<file path="config.mk">
export PLATFORM = sky130hd
export DESIGN_NAME = seven_seg_scanner_flat
export DESIGN_NICKNAME = d
export VERILOG_FILES = /design/src/rtl/seven_seg_scanner_if.sv /design/src/rtl/seven_seg_scanner.sv /design/src/flat_wrapper.sv
export SDC_FILE = /design/constraint.sdc
export NUM_CORES = 1
export LEC_CHECK = 0
export ABC_AREA = 1
export CORE_MARGIN = 5
export CORE_UTILIZATION = 47
export CTS_CLUSTER_DIAMETER = 100
export CTS_CLUSTER_SIZE = 30
export DETAILED_ROUTE_END_ITERATION = 7
export PLACE_DENSITY = 0.68
export RECOVER_POWER = 100
export SYNTH_ARGS = -nofsm -noshare
export SYNTH_HDL_FRONTEND = slang
export SYNTH_SLANG_ARGS = --single-unit
</file>
<file path="constraint.sdc">
create_clock -name clk -period 4.6 [get_ports clk]
set_clock_uncertainty 0.2 [all_clocks]
set_input_delay 0.46 -clock clk [delete_from_list [all_inputs] [get_ports clk]]
set_output_delay 0.46 -clock clk [all_outputs]
set_load 0.1 [all_outputs]
</file>
<file path="src/rtl/seven_seg_scanner_if.sv">
// Bus between the BCD converter side and the multiplexed 7-segment display.
// The scanner uses the slave modport.
interface seven_seg_scanner_if #(
    parameter int unsigned DECIMAL_DIGITS = 8
);
    logic [DECIMAL_DIGITS*4-1:0] BCD;
    logic                        LOAD;
    logic [DECIMAL_DIGITS-1:0]   ANODE;
    logic [6:0]                  CATHODE;
    logic                        ACTIVE;

    modport master (
        output BCD,
        output LOAD,
        input  ANODE,
        input  CATHODE,
        input  ACTIVE
    );

    modport slave (
        input  BCD,
        input  LOAD,
        output ANODE,
        output CATHODE,
        output ACTIVE
    );
endinterface

</file>
<file path="src/rtl/seven_seg_scanner.sv">
// Time-multiplexed common-anode 7-segment scanner with per-slot ghosting gap and tear-free
// frame-boundary updates. Optional feature macro: LEADING_ZERO_BLANK_EN.
module seven_seg_scanner #(
    parameter int unsigned DECIMAL_DIGITS = 8,
    parameter int unsigned REFRESH_DIV    = 100000,
    parameter int unsigned GAP_CYCLES     = 1000
) (
    input logic                clk,
    input logic                reset,
    seven_seg_scanner_if.slave bus
);

    localparam int unsigned CntW = $clog2(REFRESH_DIV);
    localparam int unsigned IdxW = (DECIMAL_DIGITS > 1) ? $clog2(DECIMAL_DIGITS) : 1;
    localparam int unsigned BcdW = DECIMAL_DIGITS * 4;

    typedef enum logic {StIdle, StScan} state_e;

    state_e            state_q, state_d;
    logic [CntW-1:0]   cnt_q, cnt_d;
    logic [IdxW-1:0]   idx_q, idx_d;
    logic [BcdW-1:0]   shadow_q, shadow_d;
    logic [BcdW-1:0]   display_q, display_d;
    logic [DECIMAL_DIGITS-1:0] anode_q, anode_d;
    logic [6:0]        cathode_q, cathode_d;
    logic              cathode_en;
    logic              active_q;
    logic [3:0]        nibble;
    logic              in_gap;
    logic              digit_on;
`ifdef LEADING_ZERO_BLANK_EN
    logic [IdxW-1:0]   top_idx;
`endif

    function automatic logic [6:0] glyph(input logic [3:0] n);
        logic [6:0] g;
        case (n)
            4'd0:    g = 7'b1000000;
            4'd1:    g = 7'b1111001;
            4'd2:    g = 7'b0100100;
            4'd3:    g = 7'b0110000;
            4'd4:    g = 7'b0011001;
            4'd5:    g = 7'b0010010;
            4'd6:    g = 7'b0000010;
            4'd7:    g = 7'b1111000;
            4'd8:    g = 7'b0000000;
            4'd9:    g = 7'b0010000;
            default: g = 7'b0111111;
        endcase
        return g;
    endfunction

    always_comb begin
        state_d   = state_q;
        cnt_d     = cnt_q;
        idx_d     = idx_q;
        shadow_d  = shadow_q;
        display_d = display_q;
        case (state_q)
            StIdle: begin
                if (bus.LOAD) begin
                    state_d   = StScan;
                    shadow_d  = bus.BCD;
                    display_d = bus.BCD;
                    cnt_d     = '0;
                    idx_d     = '0;
                end
            end
            StScan: begin
                if (bus.LOAD) shadow_d = bus.BCD;
                if (cnt_q == CntW'(REFRESH_DIV - 1)) begin
                    cnt_d = '0;
                    if (idx_q == IdxW'(DECIMAL_DIGITS - 1)) begin
                        idx_d = '0;
                        // Frame boundary: a coincident LOAD bypasses the shadow so the newest value wins.
                        display_d = bus.LOAD ? bus.BCD : shadow_q;
                    end else begin
                        idx_d = idx_q + 1'b1;
                    end
                end else begin
                    cnt_d = cnt_q + 1'b1;
                end
            end
            default: state_d = StIdle;
        endcase
    end

    // Outputs are registered from next-state values so they line up with cnt/idx cycle-for-cycle.
    always_comb begin
        nibble = 4'h0;
        for (int i = 0; i < int'(DECIMAL_DIGITS); i++) begin
            if (idx_d == IdxW'(i)) nibble = display_d[i*4 +: 4];
        end

`ifdef LEADING_ZERO_BLANK_EN
        top_idx = '0;
        for (int i = 0; i < int'(DECIMAL_DIGITS); i++) begin
            if (display_d[i*4 +: 4] != 4'h0) top_idx = IdxW'(i);
        end
        digit_on = (idx_d <= top_idx);
`else
        digit_on = 1'b1;
`endif

        in_gap  = (cnt_d < CntW'(GAP_CYCLES));
        anode_d = '1;
        if (state_d == StScan && !in_gap && digit_on) begin
            for (int i = 0; i < int'(DECIMAL_DIGITS); i++) begin
                if (idx_d == IdxW'(i)) anode_d[i] = 1'b0;
            end
        end

        cathode_d  = (state_d == StScan) ? glyph(nibble) : 7'h7F;
        // Segments may only switch while every anode is off.
        cathode_en = (state_d != StScan) || in_gap;
    end

    always_ff @(posedge clk or posedge reset) begin
        if (reset) begin
            state_q   <= StIdle;
            cnt_q     <= '0;
            idx_q     <= '0;
            shadow_q  <= '0;
            display_q <= '0;
            anode_q   <= '1;
            cathode_q <= 7'h7F;
            active_q  <= 1'b0;
        end else begin
            state_q   <= state_d;
            cnt_q     <= cnt_d;
            idx_q     <= idx_d;
            shadow_q  <= shadow_d;
            display_q <= display_d;
            anode_q   <= anode_d;
            if (cathode_en) cathode_q <= cathode_d;
            active_q  <= (state_d == StScan);
        end
    end

    assign bus.ANODE   = anode_q;
    assign bus.CATHODE = cathode_q;
    assign bus.ACTIVE  = active_q;

endmodule

</file>
<file path="src/flat_wrapper.sv">
// flat-port wrapper written by rule: the top's interface ports become plain ports
module seven_seg_scanner_flat 
#(
    parameter int unsigned DECIMAL_DIGITS = 8,
    parameter int unsigned REFRESH_DIV    = 100000,
    parameter int unsigned GAP_CYCLES     = 1000
)
  (clk, reset, bus_BCD, bus_LOAD, bus_ANODE, bus_CATHODE, bus_ACTIVE);
  seven_seg_scanner_if #(.DECIMAL_DIGITS(DECIMAL_DIGITS)) bus_i ();
  input logic clk;
  input logic reset;
  input wire logic [$bits(bus_i.BCD)-1:0] bus_BCD;
  input wire logic [$bits(bus_i.LOAD)-1:0] bus_LOAD;
  output wire logic [$bits(bus_i.ANODE)-1:0] bus_ANODE;
  output wire logic [$bits(bus_i.CATHODE)-1:0] bus_CATHODE;
  output wire logic [$bits(bus_i.ACTIVE)-1:0] bus_ACTIVE;
  assign bus_i.BCD = bus_BCD;
  assign bus_i.LOAD = bus_LOAD;
  assign bus_ANODE = bus_i.ANODE;
  assign bus_CATHODE = bus_i.CATHODE;
  assign bus_ACTIVE = bus_i.ACTIVE;
  seven_seg_scanner #(.DECIMAL_DIGITS(DECIMAL_DIGITS), .REFRESH_DIV(REFRESH_DIV), .GAP_CYCLES(GAP_CYCLES)) u_core (.clk(clk), .reset(reset), .bus(bus_i));
endmodule
</file>
* Word level (Yosys, flattened, before mapping)
Memory sizes are Yosys's and may differ from the RTL's.
Cells that the tools add are included.
** Word-level totals
- Bits in registers :: 100
- Memory bits (read-only) :: 112
- Output and inout port bits :: 16
- Logic and storage cells :: 58
- Bits of input ports :: 35
- Memories :: 1
** Operators by class
- Mux-type cells :: 32
- Bitwise gates (word level) :: 2
- Order comparisons :: 1
- Reduce and logical (&&, ||, !) cells :: 4
- Eq/ne operators :: 9
- Add/sub/neg operators :: 2
** Memory list
- (name not given) :: words 16, width 7, rd ports 1, clocked after memory_dff 0, write ports 0, RTL line seven_seg_scanner.sv:37 : case (n)
** Operators with widths (count)
- 32-bit two-way mux :: 4
- 32-bit one-hot mux with 2 select lines :: 1
- 17-bit two-way mux :: 2
- 17-bit one-hot mux with 2 select lines :: 1
- 4-bit two-way mux :: 8
- 17-bit by 1-bit adder with 17-bit output (second input constant) :: 1
- 17-bit equality test (second input constant) :: 1
- 17-bit by 10-bit less-than comparator with 1-bit output (second input constant) :: 1
- 3-bit equality test (second input constant) :: 5
- 1-bit two-way mux :: 10
- 3-bit two-way mux :: 3
- 8-bit two-way mux :: 1
- 7-bit two-way mux :: 1
- 3-bit by 2-bit equality test with 1-bit output (second input constant) :: 2
- 3-bit one-hot mux with 2 select lines :: 1
- 3-bit by 1-bit adder with 3-bit output (second input constant) :: 1
- 3-bit by 1-bit equality test with 1-bit output (second input constant) :: 1
- 3-bit zero test :: 1
- 1-bit inverter :: 2
- 1-bit logical AND :: 1
- 1-bit zero test :: 1
- 1-bit logical OR :: 1

* Logic depth before layout (Yosys ltp)
An unclocked memory read counts as a cell.
- Depth after elaboration :: 15
- Depth in mapped cells :: 24
- Gate-level depth less buffers :: 23

* Worst setup path after synthesis
Ideal clock, no wire load.
- Path kind :: register to register
- Start :: register u_core.state_q
- End :: register u_core.cathode_q[3] (netlist: u_core.bus.CATHODE[3])
- Required time :: 4328 ps
- Path slack :: 1228 ps
- Period minus slack after synthesis :: 3372 ps
- Library setup time :: 72 ps
- Cell stages (with the launch flop) :: 19
- Path buffers :: 4
- Arrival :: 3100 ps
- Cells stage by stage :: dfrtp_1 clkbuf_1 buf_2 buf_2 clkbuf_1 o22ai_1 a21oi_1 nor2_1 nor2_1 nand4_1 nand2_1 inv_1 ha_1 inv_1 nand3_1 nand3_1 nand3_1 nand2_1 inv_1
** On the way
- Cells in the longest elaborated chain, start to end :: 13
- Elaborated cells between the ends (all ways) :: 26
- Those cells by class :: 1 x order compare; 7 x eq/ne; 13 x mux; 2 x bitwise; 2 x reduce/logical; 1 x memory
** Ends and longest elaborated chain
- start, declared :: RTL line seven_seg_scanner.sv:19 : state_e state_q, state_d;
- start signal, assigned :: RTL line seven_seg_scanner.sv:120 : state_q <= StIdle;
- start signal, assigned :: RTL line seven_seg_scanner.sv:129 : state_q <= state_d;
- 1-bit inverter
- 3-bit one-hot mux with 2 select lines :: RTL line seven_seg_scanner.sv:59 : case (state_q)
- 3-bit zero test :: RTL line seven_seg_scanner.sv:92 : if (idx_d == IdxW'(i)) nibble = display_d[i*4 +: 4];
- 4-bit two-way mux (8 in a row) :: RTL line seven_seg_scanner.sv:92
- memory 16 x 7 bit
- 7-bit two-way mux :: RTL line seven_seg_scanner.sv:113 : cathode_d = (state_d == StScan) ? glyph(nibble) : 7'h7F;
- end signal, assigned :: RTL line seven_seg_scanner.sv:135 : if (cathode_en) cathode_q <= cathode_d;
- end, declared :: RTL line seven_seg_scanner.sv:25 : logic [6:0] cathode_q, cathode_d;
Parallel ways exist; a longest one is shown, timed or not.
A chain may end at the register's enable or synchronous reset.

* Final worst setup path
- Start :: input bus_LOAD
- End :: register u_core.cathode_q[1] (netlist: u_core.bus.CATHODE[1])
** On the way
- Elaborated cells between the ends (all ways) :: 32
- Those cells by class :: 1 x order compare; 7 x eq/ne; 20 x mux; 1 x bitwise; 2 x reduce/logical; 1 x memory
** RTL lines
- start, declared :: RTL line flat_wrapper.sv:13 : input wire logic [$bits(bus_i.LOAD)-1:0] bus_LOAD;
- 17-bit two-way mux :: RTL line seven_seg_scanner.sv:61 : if (bus.LOAD) begin
- 17-bit one-hot mux with 2 select lines :: RTL line seven_seg_scanner.sv:59
- named net u_core.cnt_d[10] :: RTL line seven_seg_scanner.sv:20 : logic [CntW-1:0] cnt_q, cnt_d;
- 17-bit by 10-bit less-than comparator with 1-bit output :: RTL line seven_seg_scanner.sv:105 : in_gap = (cnt_d < CntW'(GAP_CYCLES));
- 1-bit logical OR :: RTL line seven_seg_scanner.sv:115 : cathode_en = (state_d != StScan) || in_gap;
The timed path passes the listed nets, and every way through them passes these cells.

==> summary.txt <==
Clocking
  • Inserted Clock Buffers: 9
  • TritonCTS clock tree: built
  • Level count of the clock H-tree: 3
  • Clock sink count: 100
  • Setup fix buffers added after clock tree synthesis: 0
  • Root Buffer: sky130_fd_sc_hd__clkbuf_16
  • Clock network latency to the later pin of the worst-skew pair: 350 ps
  • Clock transition time at the flip-flop clock pins of the worst setup and hold paths: about 70 ps
  • Number of buffers inserted for hold repair after clock tree synthesis: 0
  • Number of cells upsized or downsized after cts: 0
  • Buffer levels on the longest clock path: 2

Status
  • Failing checks: capacitance limit, slew limit
  • Status: finished with violations

STA
  • Aggregate negative setup slack: 0 ps
  • Unrepaired setup endpoints after global routing: false
  • Number of hold violations in the final report: 0
  • Max_slew headroom: -0.958
  • Total count of max-transition violations in the final report: between 70 and 80
  • Achievable clock frequency: about 260 MHz
  • Setup violation total in the final timing report: 0
  • Worst Tran Pin Value: around 2900 ps
  • Min Tclk post-route: between 3000 and 4000 ps
  • Period Utilization, post-route: 0.835

Layout
  • Post-layout util: 0.563
  • Layout cell share with drive strength beyond 1: 0.102
  • Number of diodes: 0
  • Final net count: ~800
  • Filler cell count in the final layout: 1,073
  • Area growth from synthesis to final layout: 16.1%

Floorplanning
  • Starting utilization of the core area: 0.485
  • Boundary Pins: 51
  • Overall die height: approximately 120 um
  • Horizontal extent of the die: 119 um
  • Core outline area: 11,500 sq um
  • Die area: between 10,000 and 15,000 sq um
  • Cell row count: 39

Synthesis
  • Most used standard cell by instance count after synthesis: sky130_fd_sc_hd__nand2_1
  • Async set-or-reset flop fraction in the synthesized netlist: 1.00
  • Library cell with the largest summed area after synthesis: sky130_fd_sc_hd__dfrtp_1
  • Yosys warning count: 0
  • Seq/Total Area, Yosys: 0.451
  • Number of enable-type register cells in the synthesized netlist: 0
  • Nets in the synthesized netlist: between 700 and 800
  • Unique masters post-synth: 44
  • Post-synth top flop: sky130_fd_sc_hd__dfrtp_1
  • List of most frequent post-synthesis cells: sky130_fd_sc_hd__nand2_1 (204), sky130_fd_sc_hd__dfrtp_1 (85), sky130_fd_sc_hd__inv_1 (76)
  • Synth top area share: 0.381
  • Post-synthesis area per instance: 7.69 sq um
  • Post-Synthesis Cell Area: roughly 5600 sq um
  • Cells after Synth: approximately 730
  • Seq cells post-synth: 100
  • Top post-synthesis cells by area: sky130_fd_sc_hd__dfrtp_1 (38%), sky130_fd_sc_hd__nand2_1 (14%), sky130_fd_sc_hd__dfstp_2 (7.1%), sky130_fd_sc_hd__inv_1 (5.1%), sky130_fd_sc_hd__nand3_1 (4.2%)

Global route
  • Global-route usage over all layers: 0.214
  • Total overflow reported by the global router: 0
  • Initial antenna violation count: 0
  • Global-route wire length before repair: approximately 24,000 um
  • Maximum number of pins on one net before global-route repair: roughly 80
  • Number of global-route vias before repair: around 4,800

Drt
  • Detailed-route via count: between 4,000 and 5,000
  • Total wire length: between 10,000 and 15,000 um
  • Wirelength per Cell: 16.0 um
  • First drt pass iteration count: 5
  • Starting DRT DRC Count: 441
  • Post-DR vias/cell: about 5.5
  • Number of nets still failing antenna checks after routing: 0
  • Detailed-route DRC error count: 0

Placed design
  • DP Wirelength: approximately 10,000 um
  • Number of port buffers: 50
  • Global placer's final weighted congestion: between 0.8 and 0.9

Power and ir drop
  • Proportion of total power due to net switching: 0.371
  • Leakage: around 3.1 nW
  • Net load switching power: 1.12 mW
  • Combinational Power Share: 0.315
  • Power per unit of standard cell area: between 400 and 500 nW/um^2
  • Internal Dissipation: about 1.9 mW
  • Peak supply drop: between 0.5 and 0.6 mV
  • Sequential power share: 0.391
  • Clock power share: 0.295

Setup path
  • Data arrival time of the worst path: slightly below 4000 ps
  • Endpoint kind of the worst setup timing path: flip-flop
  • Worst Path Required: between 4000 and 5000 ps
  • Critical path start-end classification: input port to flip-flop
  • Largest fanout on the critical path: 16
  • Startpoint types: input port

Flow run
  • Max Cap Violations: 1

Hold path
  • Tightest Hold Check Type: flip-flop to flip-flop
[registers in the layout, indices dropped and copies added (netlist names)]
name                flops
u_core.bus.CATHODE      7
u_core.idx_q            3
u_core.bus.ANODE        8
u_core.cnt_q           17
u_core.display_q       32
u_core.shadow_q        32
u_core.state_q          1
[power by group through the flow]
stage | Sequential, mW | Clock (mW) | Combinational, mW
4_1_cts | 1.18 | 0.903 | 0.966
5_1_grt | 1.19 | 0.940 | 1.03
6_report | 1.17 | 0.886 | 0.947
3_3_place_gp | 1.18 | 0 | 0.939
2_1_floorplan | 1.43 | 0 | 0.481
3_5_place_dp | 1.19 | 0 | 0.958
[per-stage QoR]
| step | cell area (sq um) | hold slack [ps] | cells | worst slack (ps) | total power [mW] |
|---|---|---|---|---|---|
| after global routing | 6490 | 283 | 916 | 346 | 3.17 |
| after global placement | 6190 | 248 | 900 | 707 | 2.12 |
| after detailed placement | 6190 | 254 | 900 | 634 | 2.15 |
| final | 6490 | 270 | 916 | 757 | 3.01 |
| after CTS | 6540 | 269 | 916 | 997 | 3.04 |
| after floorplan | 5590 | 233 | 726 | 1230 | 1.91 |
[logic make-up after synthesis]
| kind of cell | Yosys count | synth area share |
|---|---|---|
| compound gates | 115 | 0.121 |
| xor+xnor | 9 | 0.0141 |
| simple gates | 378 | 0.307 |
| fa+ha+maj | 9 | 0.0202 |
| buf+inv | 115 | 0.0860 |
| flops | 100 | 0.451 |
[layout by cell type, fill, tap and decap left out, types with 2 or more instances in the layout]
master and count:
sky130_fd_sc_hd__a211oi_1 3, sky130_fd_sc_hd__a21oi_1 40, sky130_fd_sc_hd__a31oi_1 4, sky130_fd_sc_hd__a32oi_1 2
sky130_fd_sc_hd__buf_4 8, sky130_fd_sc_hd__bufinv_16 3, sky130_fd_sc_hd__clkbuf_1 3, sky130_fd_sc_hd__clkbuf_16 9
sky130_fd_sc_hd__clkbuf_8 2, sky130_fd_sc_hd__clkdlybuf4s50_1 32, sky130_fd_sc_hd__dfrtp_1 85, sky130_fd_sc_hd__dfstp_2 15
sky130_fd_sc_hd__dlygate4sd3_1 18, sky130_fd_sc_hd__ha_1 9, sky130_fd_sc_hd__inv_1 78, sky130_fd_sc_hd__inv_2 7
sky130_fd_sc_hd__nand2_1 206, sky130_fd_sc_hd__nand2_2 8, sky130_fd_sc_hd__nand3_1 49, sky130_fd_sc_hd__nand3_2 6
sky130_fd_sc_hd__nand4_1 19, sky130_fd_sc_hd__nor2_1 63, sky130_fd_sc_hd__nor2_2 8, sky130_fd_sc_hd__nor2_4 3
sky130_fd_sc_hd__nor3_1 4, sky130_fd_sc_hd__o211ai_1 5, sky130_fd_sc_hd__o21ai_0 32, sky130_fd_sc_hd__o221ai_1 5
sky130_fd_sc_hd__o22ai_1 18, sky130_fd_sc_hd__or2_2 5, sky130_fd_sc_hd__xor2_1 8
[critical path, stage by stage]
cell and delay (ps):
sky130_fd_sc_hd__dlygate4sd3_1 880, sky130_fd_sc_hd__nor2_1 110, sky130_fd_sc_hd__inv_1 570, sky130_fd_sc_hd__clkbuf_1 530, sky130_fd_sc_hd__o21ai_0 210, sky130_fd_sc_hd__nor2_1 130, sky130_fd_sc_hd__nand2_1 70, sky130_fd_sc_hd__nor2_1 120
sky130_fd_sc_hd__nand3_1 280, sky130_fd_sc_hd__nand2_1 300, sky130_fd_sc_hd__or2_2 150, sky130_fd_sc_hd__nand2_1 40, sky130_fd_sc_hd__inv_1 50
[per-layer routing]
layer | share of wire | vias up | track usage
li1 | - | 2444 | -
met1 | 0.45 | 2370 | 0.296
met2 | 0.46 | 164 | 0.330
met3 | 0.062 | 21 | 0.0445
met4 | 0.020 | 0 | 0.0847
met5 | 0 | - | 0
[worst paths after layout]
kind	start	end	slack, ps	cells after the start
min	u_core.shadow_q[10]$_DFF_PP0_	u_core.shadow_q[10]$_DFF_PP0_	270	2
max reg2reg	u_core.cnt_q[16]$_DFF_PP0_	u_core.bus.CATHODE[3]$_DFFE_PP1P_	760	18
min reg2reg	u_core.shadow_q[10]$_DFF_PP0_	u_core.shadow_q[10]$_DFF_PP0_	270	2
max	bus_LOAD	u_core.bus.CATHODE[1]$_DFFE_PP1P_	760	13
max in group asynchronous	reset	u_core.shadow_q[28]$_DFF_PP0_	1100	2
min in group asynchronous	reset	u_core.cnt_q[12]$_DFF_PP0_	1410	2
[layout make-up]
cell class / count / area (sq um) / share of cell area
well taps: 143 / 179 / 0.0276
clock buffers: 12 / 256 / 0.0395
inverters: 86 / 325 / 0.0502
repair buffers: 60 / 568 / 0.0876
multi-input cells: 511 / 2540 / 0.392
flip-flops and latches: 100 / 2520 / 0.389
clock inverters: 4 / 95.1 / 0.0147
Power figures use the tool's default switching activity.
